[config.mk]
export PLATFORM = sky130hd
export DESIGN_NAME = dmem_arbiter
export DESIGN_NICKNAME = d
export VERILOG_FILES = /design/src/rtl/dmem_arb_pkg.sv /design/src/rtl/dmem_arb_pick.sv /design/src/rtl/dmem_arbiter.sv
export SDC_FILE = /design/constraint.sdc
export NUM_CORES = 1
export LEC_CHECK = 0
export ABC_CLOCK_PERIOD_IN_PS = 3590
export CAP_MARGIN = 20
export CORE_AREA = 2 2 117 119
export DETAILED_ROUTE_END_ITERATION = 6
export DIE_AREA = 0 0 119 121
export GPL_TIMING_DRIVEN = 1
export PLACE_DENSITY_LB_ADDON = 0.05
export SETUP_SLACK_MARGIN = 0.1
export SYNTH_ARGS = -nofsm -noshare
export SYNTH_HDL_FRONTEND = slang
export SYNTH_HIERARCHICAL = 1
export SYNTH_SLANG_ARGS = --single-unit
[constraint.sdc]
create_clock -name clk -period 3.59 [get_ports clk]
set_input_delay 0.718 -clock clk [delete_from_list [all_inputs] [get_ports clk]]
set_output_delay 0.718 -clock clk [all_outputs]
set_load 0.02 [all_outputs]
[src/rtl/dmem_arb_pkg.sv]
//------------------------------------------------------------------------------
// Module   : dmem_arb_pkg
// Desc     : Shared identifiers and default sizes for the data-memory arbiter.
// Revision : 1.0 - initial release
//------------------------------------------------------------------------------
`default_nettype none

package dmem_arb_pkg;

  // Requester identifier: one bit selects between the two ports.
  typedef logic arb_id_t;

  localparam arb_id_t ID_CPU    = 1'b0;
  localparam arb_id_t ID_LOADER = 1'b1;

  localparam int DMEM_AW        = 32;
  localparam int DMEM_DW        = 32;
  localparam int DMEM_MAX_BURST = 4;

endpackage

`default_nettype wire

[src/rtl/dmem_arb_pick.sv]
//------------------------------------------------------------------------------
// Module   : dmem_arb_pick
// Desc     : Combinational grant picker. An eligible lock owner wins first;
//            otherwise contention is resolved round-robin (or port 0 always
//            wins when DMEM_ARB_FIXED_PRI_EN is defined); a lone requester
//            is always granted.
// Revision : 1.0 - initial release
//------------------------------------------------------------------------------
`default_nettype none

module dmem_arb_pick
  import dmem_arb_pkg::*;
(
  input  logic [1:0] req,
  input  arb_id_t    last_gnt,
  input  arb_id_t    lock_own,
  input  logic       lock_ok,
  output logic [1:0] gnt
);

  // Priority chain: lock holder, then contention rule, then single requester.
  always_comb begin
    gnt = 2'b00;
    if (lock_ok && req[lock_own]) begin
      gnt[lock_own] = 1'b1;
    end else if (&req) begin
`ifdef DMEM_ARB_FIXED_PRI_EN
      gnt = 2'b01;
`else
      gnt = (last_gnt == ID_CPU) ? 2'b10 : 2'b01;
`endif
    end else begin
      gnt = req;
    end
  end

endmodule

`default_nettype wire

[src/rtl/dmem_arbiter.sv]
//------------------------------------------------------------------------------
// Module   : dmem_arbiter
// Desc     : Two-port arbiter in front of the single-port data memory.
//            Round-robin with bounded burst locking, 1-cycle read return
//            routed to the issuing port. Optional macro
//            DMEM_ARB_FIXED_PRI_EN makes port 0 win every contention.
// Revision : 1.0 - initial release
//------------------------------------------------------------------------------
`default_nettype none

module dmem_arbiter
  import dmem_arb_pkg::*;
#(
  parameter int AW        = DMEM_AW,
  parameter int DW        = DMEM_DW,
  parameter int MAX_BURST = DMEM_MAX_BURST
) (
  input  logic          clk,
  input  logic          rst,

  input  logic          m0_req,
  input  logic          m0_we,
  input  logic          m0_lock,
  input  logic [AW-1:0] m0_addr,
  input  logic [DW-1:0] m0_wdata,
  output logic          m0_gnt,
  output logic          m0_rvalid,
  output logic [DW-1:0] m0_rdata,

  input  logic          m1_req,
  input  logic          m1_we,
  input  logic          m1_lock,
  input  logic [AW-1:0] m1_addr,
  input  logic [DW-1:0] m1_wdata,
  output logic          m1_gnt,
  output logic          m1_rvalid,
  output logic [DW-1:0] m1_rdata,

  output logic          mem_r,
  output logic          mem_w,
  output logic [AW-1:0] mem_addr,
  output logic [DW-1:0] mem_wdata,
  input  logic [DW-1:0] mem_rdata
);

  localparam logic [3:0] C_MAX_BURST = 4'(MAX_BURST);

  arb_id_t    r_last_gnt;
  logic       r_lock_v;
  arb_id_t    r_lock_own;
  logic [3:0] r_burst_cnt;
  logic       r_rd_tag_v;
  arb_id_t    r_rd_tag_id;

  logic [1:0] w_pick;
  logic [1:0] w_gnt;
  logic       w_lock_ok;
  logic       w_any;
  arb_id_t    w_sel;
  logic       w_we;
  logic       w_lock;

  // The lock is only honoured while the owner still has burst budget left.
  assign w_lock_ok = r_lock_v && (r_burst_cnt < C_MAX_BURST);

  dmem_arb_pick u_pick (
    .req      ({m1_req, m0_req}),
    .last_gnt (r_last_gnt),
    .lock_own (r_lock_own),
    .lock_ok  (w_lock_ok),
    .gnt      (w_pick)
  );

  // Grants are forced low while reset is held so the memory sees no command.
  assign w_gnt  = w_pick & {2{~rst}};
  assign m0_gnt = w_gnt[0];
  assign m1_gnt = w_gnt[1];
  assign w_any  = |w_gnt;
  assign w_sel  = w_gnt[1] ? ID_LOADER : ID_CPU;

  // Command mux: port 0 values pass through when idle (don't-care).
  assign w_we      = w_gnt[1] ? m1_we    : m0_we;
  assign w_lock    = w_gnt[1] ? m1_lock  : m0_lock;
  assign mem_addr  = w_gnt[1] ? m1_addr  : m0_addr;
  assign mem_wdata = w_gnt[1] ? m1_wdata : m0_wdata;
  assign mem_r     = w_any & ~w_we;
  assign mem_w     = w_any &  w_we;

  // Read data is shared; the tag decides which port sees it as valid.
  assign m0_rdata  = mem_rdata;
  assign m1_rdata  = mem_rdata;
  assign m0_rvalid = r_rd_tag_v && (r_rd_tag_id == ID_CPU);
  assign m1_rvalid = r_rd_tag_v && (r_rd_tag_id == ID_LOADER);

  // Arbitration history, burst lock tracking and read-return tag.
  always_ff @(posedge clk or posedge rst) begin
    if (rst) begin
      r_last_gnt  <= ID_LOADER;
      r_lock_v    <= 1'b0;
      r_lock_own  <= ID_CPU;
      r_burst_cnt <= 4'd0;
      r_rd_tag_v  <= 1'b0;
      r_rd_tag_id <= ID_CPU;
    end else begin
      r_rd_tag_v <= mem_r;
      if (mem_r) begin
        r_rd_tag_id <= w_sel;
      end
      if (w_any) begin
        r_last_gnt <= w_sel;
        if (w_lock) begin
          r_lock_v   <= 1'b1;
          r_lock_own <= w_sel;
          if (r_lock_v && (r_lock_own == w_sel)) begin
            // Saturate at the cap: any value >= MAX_BURST behaves the same.
            if (r_burst_cnt < C_MAX_BURST) begin
              r_burst_cnt <= r_burst_cnt + 4'd1;
            end
          end else begin
            r_burst_cnt <= 4'd1;
          end
        end else begin
          r_lock_v    <= 1'b0;
          r_burst_cnt <= 4'd0;
        end
      end else begin
        // An idle cycle (owner dropped req) always releases the lock.
        r_lock_v    <= 1'b0;
        r_burst_cnt <= 4'd0;
      end
    end
  end

endmodule

`default_nettype wire
==> impl_metrics.env <==
export IMPL_syn_nets=357
export IMPL_synth_seq_cells=9
export IMPL_drtAntennaViolNets=0
export IMPL_pin_count=302
export IMPL_holdBufCountCts=0
export IMPL_synth_top_family_by_area="multiplexers"
export IMPL_dr_total_vias=1874
export IMPL_synth_flop_cell="dfrtp_1"
export IMPL_p_leak_nw=1.93
export IMPL_netlist_area_leader_share_pct=30.0
export IMPL_drt_first_pass_iters=4
export IMPL_ys_types=30
export IMPL_num_antenna_cells=0
export IMPL_wirelength_mm=7.74
export IMPL_synthTopCellsByArea="mux2_2, buf_4, mux2_4, dfrtp_1, dfstp_2"
export IMPL_rrSetupSlack_ps=1680
export IMPL_drcViolationCount=0
export IMPL_synth_compound_area_share_pct=4.30
export IMPL_reg2regPathDepth=7
export IMPL_cts_max_path_buffers=2
export IMPL_grt_overflow=0
export IMPL_relSlewSlack_pct=77.8
export IMPL_synthToLayoutAreaGrowth_pct=114
export IMPL_synth_edff_count=0
export IMPL_hold_viol_final=0
export IMPL_period_minus_slack_ps=3390
export IMPL_final_util_pct=29.5
export IMPL_arrival_ps=2670
export IMPL_status="finished, final reports clean"
export IMPL_synthCells=188
export IMPL_yosys_area_share_simple_pct=6.10
export IMPL_die_y_um=121
export IMPL_grt_pass1_wl_mm=11.0
export IMPL_hold_end="r_last_gnt$_DFFE_PP1P_"
export IMPL_min_from="r_last_gnt$_DFFE_PP1P_"
export IMPL_core_area_sq_um=13100
export IMPL_fin_cells=512
export IMPL_ys_seq_area_share_pct=12.6
export IMPL_cts_sinks=9
export IMPL_grt_max_degree=27
export IMPL_holdPathStages=2
export IMPL_cts_tree="built"
export IMPL_drv_cap=0
export IMPL_cts_made_buffers=3
export IMPL_power_density_nw_per_um2=217
export IMPL_synth_xor_area_share_pct=0.971
export IMPL_drv_slew=0
export IMPL_port_buffers=205
export IMPL_rsz0062_at_grt="true"
export IMPL_antenna_found_initial=0
export IMPL_setup_worst_path_start="m1_req"
export IMPL_crit_type="in2out"
export IMPL_wl_per_cell_um=15.1
export IMPL_design_area_sq_um=3860
export IMPL_r2r_end="r_rd_tag_id$_DFFE_PP0P_"
export IMPL_skew_ps=2.92
export IMPL_ys_warn_count=6
export IMPL_clock_latency_ps=230
export IMPL_crit_fanout=10
export IMPL_hpwl_mm=6.74
export IMPL_syn_area_per_cell_sq_um=9.60
export IMPL_cts_setup_buffers=0
export IMPL_root_buffer="clkbuf_16"
export IMPL_syn_area_sq_um=1800
export IMPL_yosys_area_top_type="mux2_2"
export IMPL_setup_viol=0
export IMPL_cp_start_kind="input port"
export IMPL_yosysMostFrequentCell="buf_4"
export IMPL_post_synth_mux_area_share_pct=43.8
export IMPL_via_per_inst=3.66
export IMPL_drt_iter0_drc=31
export IMPL_dieWidth_um=119
export IMPL_final_nets=506
export IMPL_fin_crit_sh_pct=94.3
export IMPL_grt_usage_pct=9.73
export IMPL_clkTransAtPathRegs_ps=40
export IMPL_grt_pass1_vias=1975
export IMPL_synthTopCellsByCount="buf_4, mux2_2, mux2_4"
export IMPL_finalSetupTns_ps=0
export IMPL_h_tree_depth=1
export IMPL_hold_path_class="reg2reg"
export IMPL_post_dp_cell_area_sq_um=3630
export IMPL_dieArea_sq_um=14400
export IMPL_max_freq_mhz=295
export IMPL_place_congestion=0.675
export IMPL_ir_drop_uv=107
export IMPL_critPathCaptureType="output pin"
export IMPL_drive_above_1_share_pct=24.4
export IMPL_yosys_area_share_adder_pct=0.693
export IMPL_rows=42
export IMPL_dp_cells=507
export IMPL_start_util_pct=13.8
export IMPL_worstMarginPinSlew_ps=332
export IMPL_r2r_start="r_burst_cnt[2]$_DFFE_PP0P_"
export IMPL_synth_async_sr_flop_share_pct=100
export IMPL_cp_required_ps=2870
-- state kept, by name (all words and copies together), names as in the netlist --
register	cells
r_lock_v	1
r_rd_tag_id	1
r_lock_own	1
r_rd_tag_v	1
r_last_gnt	1
r_burst_cnt	4
-- placed cells by master (no fill, tap or decap), types with 2 or more instances in the layout --
| master | count |
|---|---|
| clkdlybuf4s50_1 | 144 |
| dlymetal6s2s_1 | 53 |
| mux2_2 | 48 |
| mux2_4 | 16 |
| dlygate4sd2_1 | 8 |
| dfrtp_1 | 8 |
| buf_4 | 6 |
| nand2_1 | 5 |
| nor2_1 | 5 |
| a21oi_1 | 5 |
| inv_1 | 5 |
| clkbuf_16 | 4 |
| o21ai_0 | 3 |
| nand3b_1 | 2 |
| and2_1 | 2 |
| xnor2_1 | 2 |
| buf_12 | 2 |
-- per-layer routing --
layer / wire length [um] / part of all wire, % / global-route usage, %
met2: 4060 / 53 / 17.2
met4: 36 / 0.47 / 0.818
met3: 1050 / 14 / 5.69
met1: 2580 / 33 / 10.5
met5: 0 / 0 / 0
-- worst max-delay path, stage by stage --
cell	delay [ps]
clkdlybuf4s50_1	490
o21a_1	190
nand2_2	90
inv_4	120
buf_6	180
mux2_2	340
clkdlybuf4s50_1	530
-- worst max path at each step --
stage / end / slack (ps) / cells after the start
after floorplan: mem_wdata[15] / 920 / 9
after global placement: mem_r / -20 / 6
after detailed placement: mem_r / -20 / 6
after CTS: mem_addr[23] / 100 / 7
after global routing: mem_addr[3] / 50 / 9
final: mem_addr[3] / 200 / 7
-- where the power goes --
group,switching [mW],internal [mW],total [mW]
Sequential,0.00739,0.113,0.120
Clock,0.0497,0.149,0.198
Combinational,0.197,0.322,0.519
-- stage by stage --
step | setup WS (ps) | total power, mW | hold slack, ps
2_1_floorplan | 923 | 0.460 | 439
3_3_place_gp | -16.4 | 0.663 | 458
3_5_place_dp | -17.6 | 0.661 | 459
4_1_cts | 101 | 0.862 | 466
5_1_grt | 49.8 | 0.887 | 504
6_report | 203 | 0.838 | 459
-- cell type report --
| cell class | instances | area (sq um) |
|---|---|---|
| clock buffer | 4 | 78.8 |
| inverter | 7 | 28.8 |
| fill | 1397 | 9230 |
| timing repair buffer | 215 | 2300 |
| tap | 176 | 220 |
| sequential | 9 | 226 |
| multi-input combinational | 101 | 1010 |
-- cell families (layout without fill, tap and decap cells) --
| group | count (synthesis) | after routing |
|---|---|---|
| buf+inv | 78 | 226 |
| mux | 65 | 65 |
| compound gates | 13 | 13 |
| xor+xnor | 2 | 2 |
| simple gates | 20 | 20 |
| flops | 9 | 9 |
| fa+ha+maj | 1 | 1 |
-- repair_timing --
action	4_1_cts	5_1_grt
setup endpoints to repair	8	58
gates resized for setup	8	55
gates cloned	0	1
Note: power is estimated with default switching activity, not from simulation.
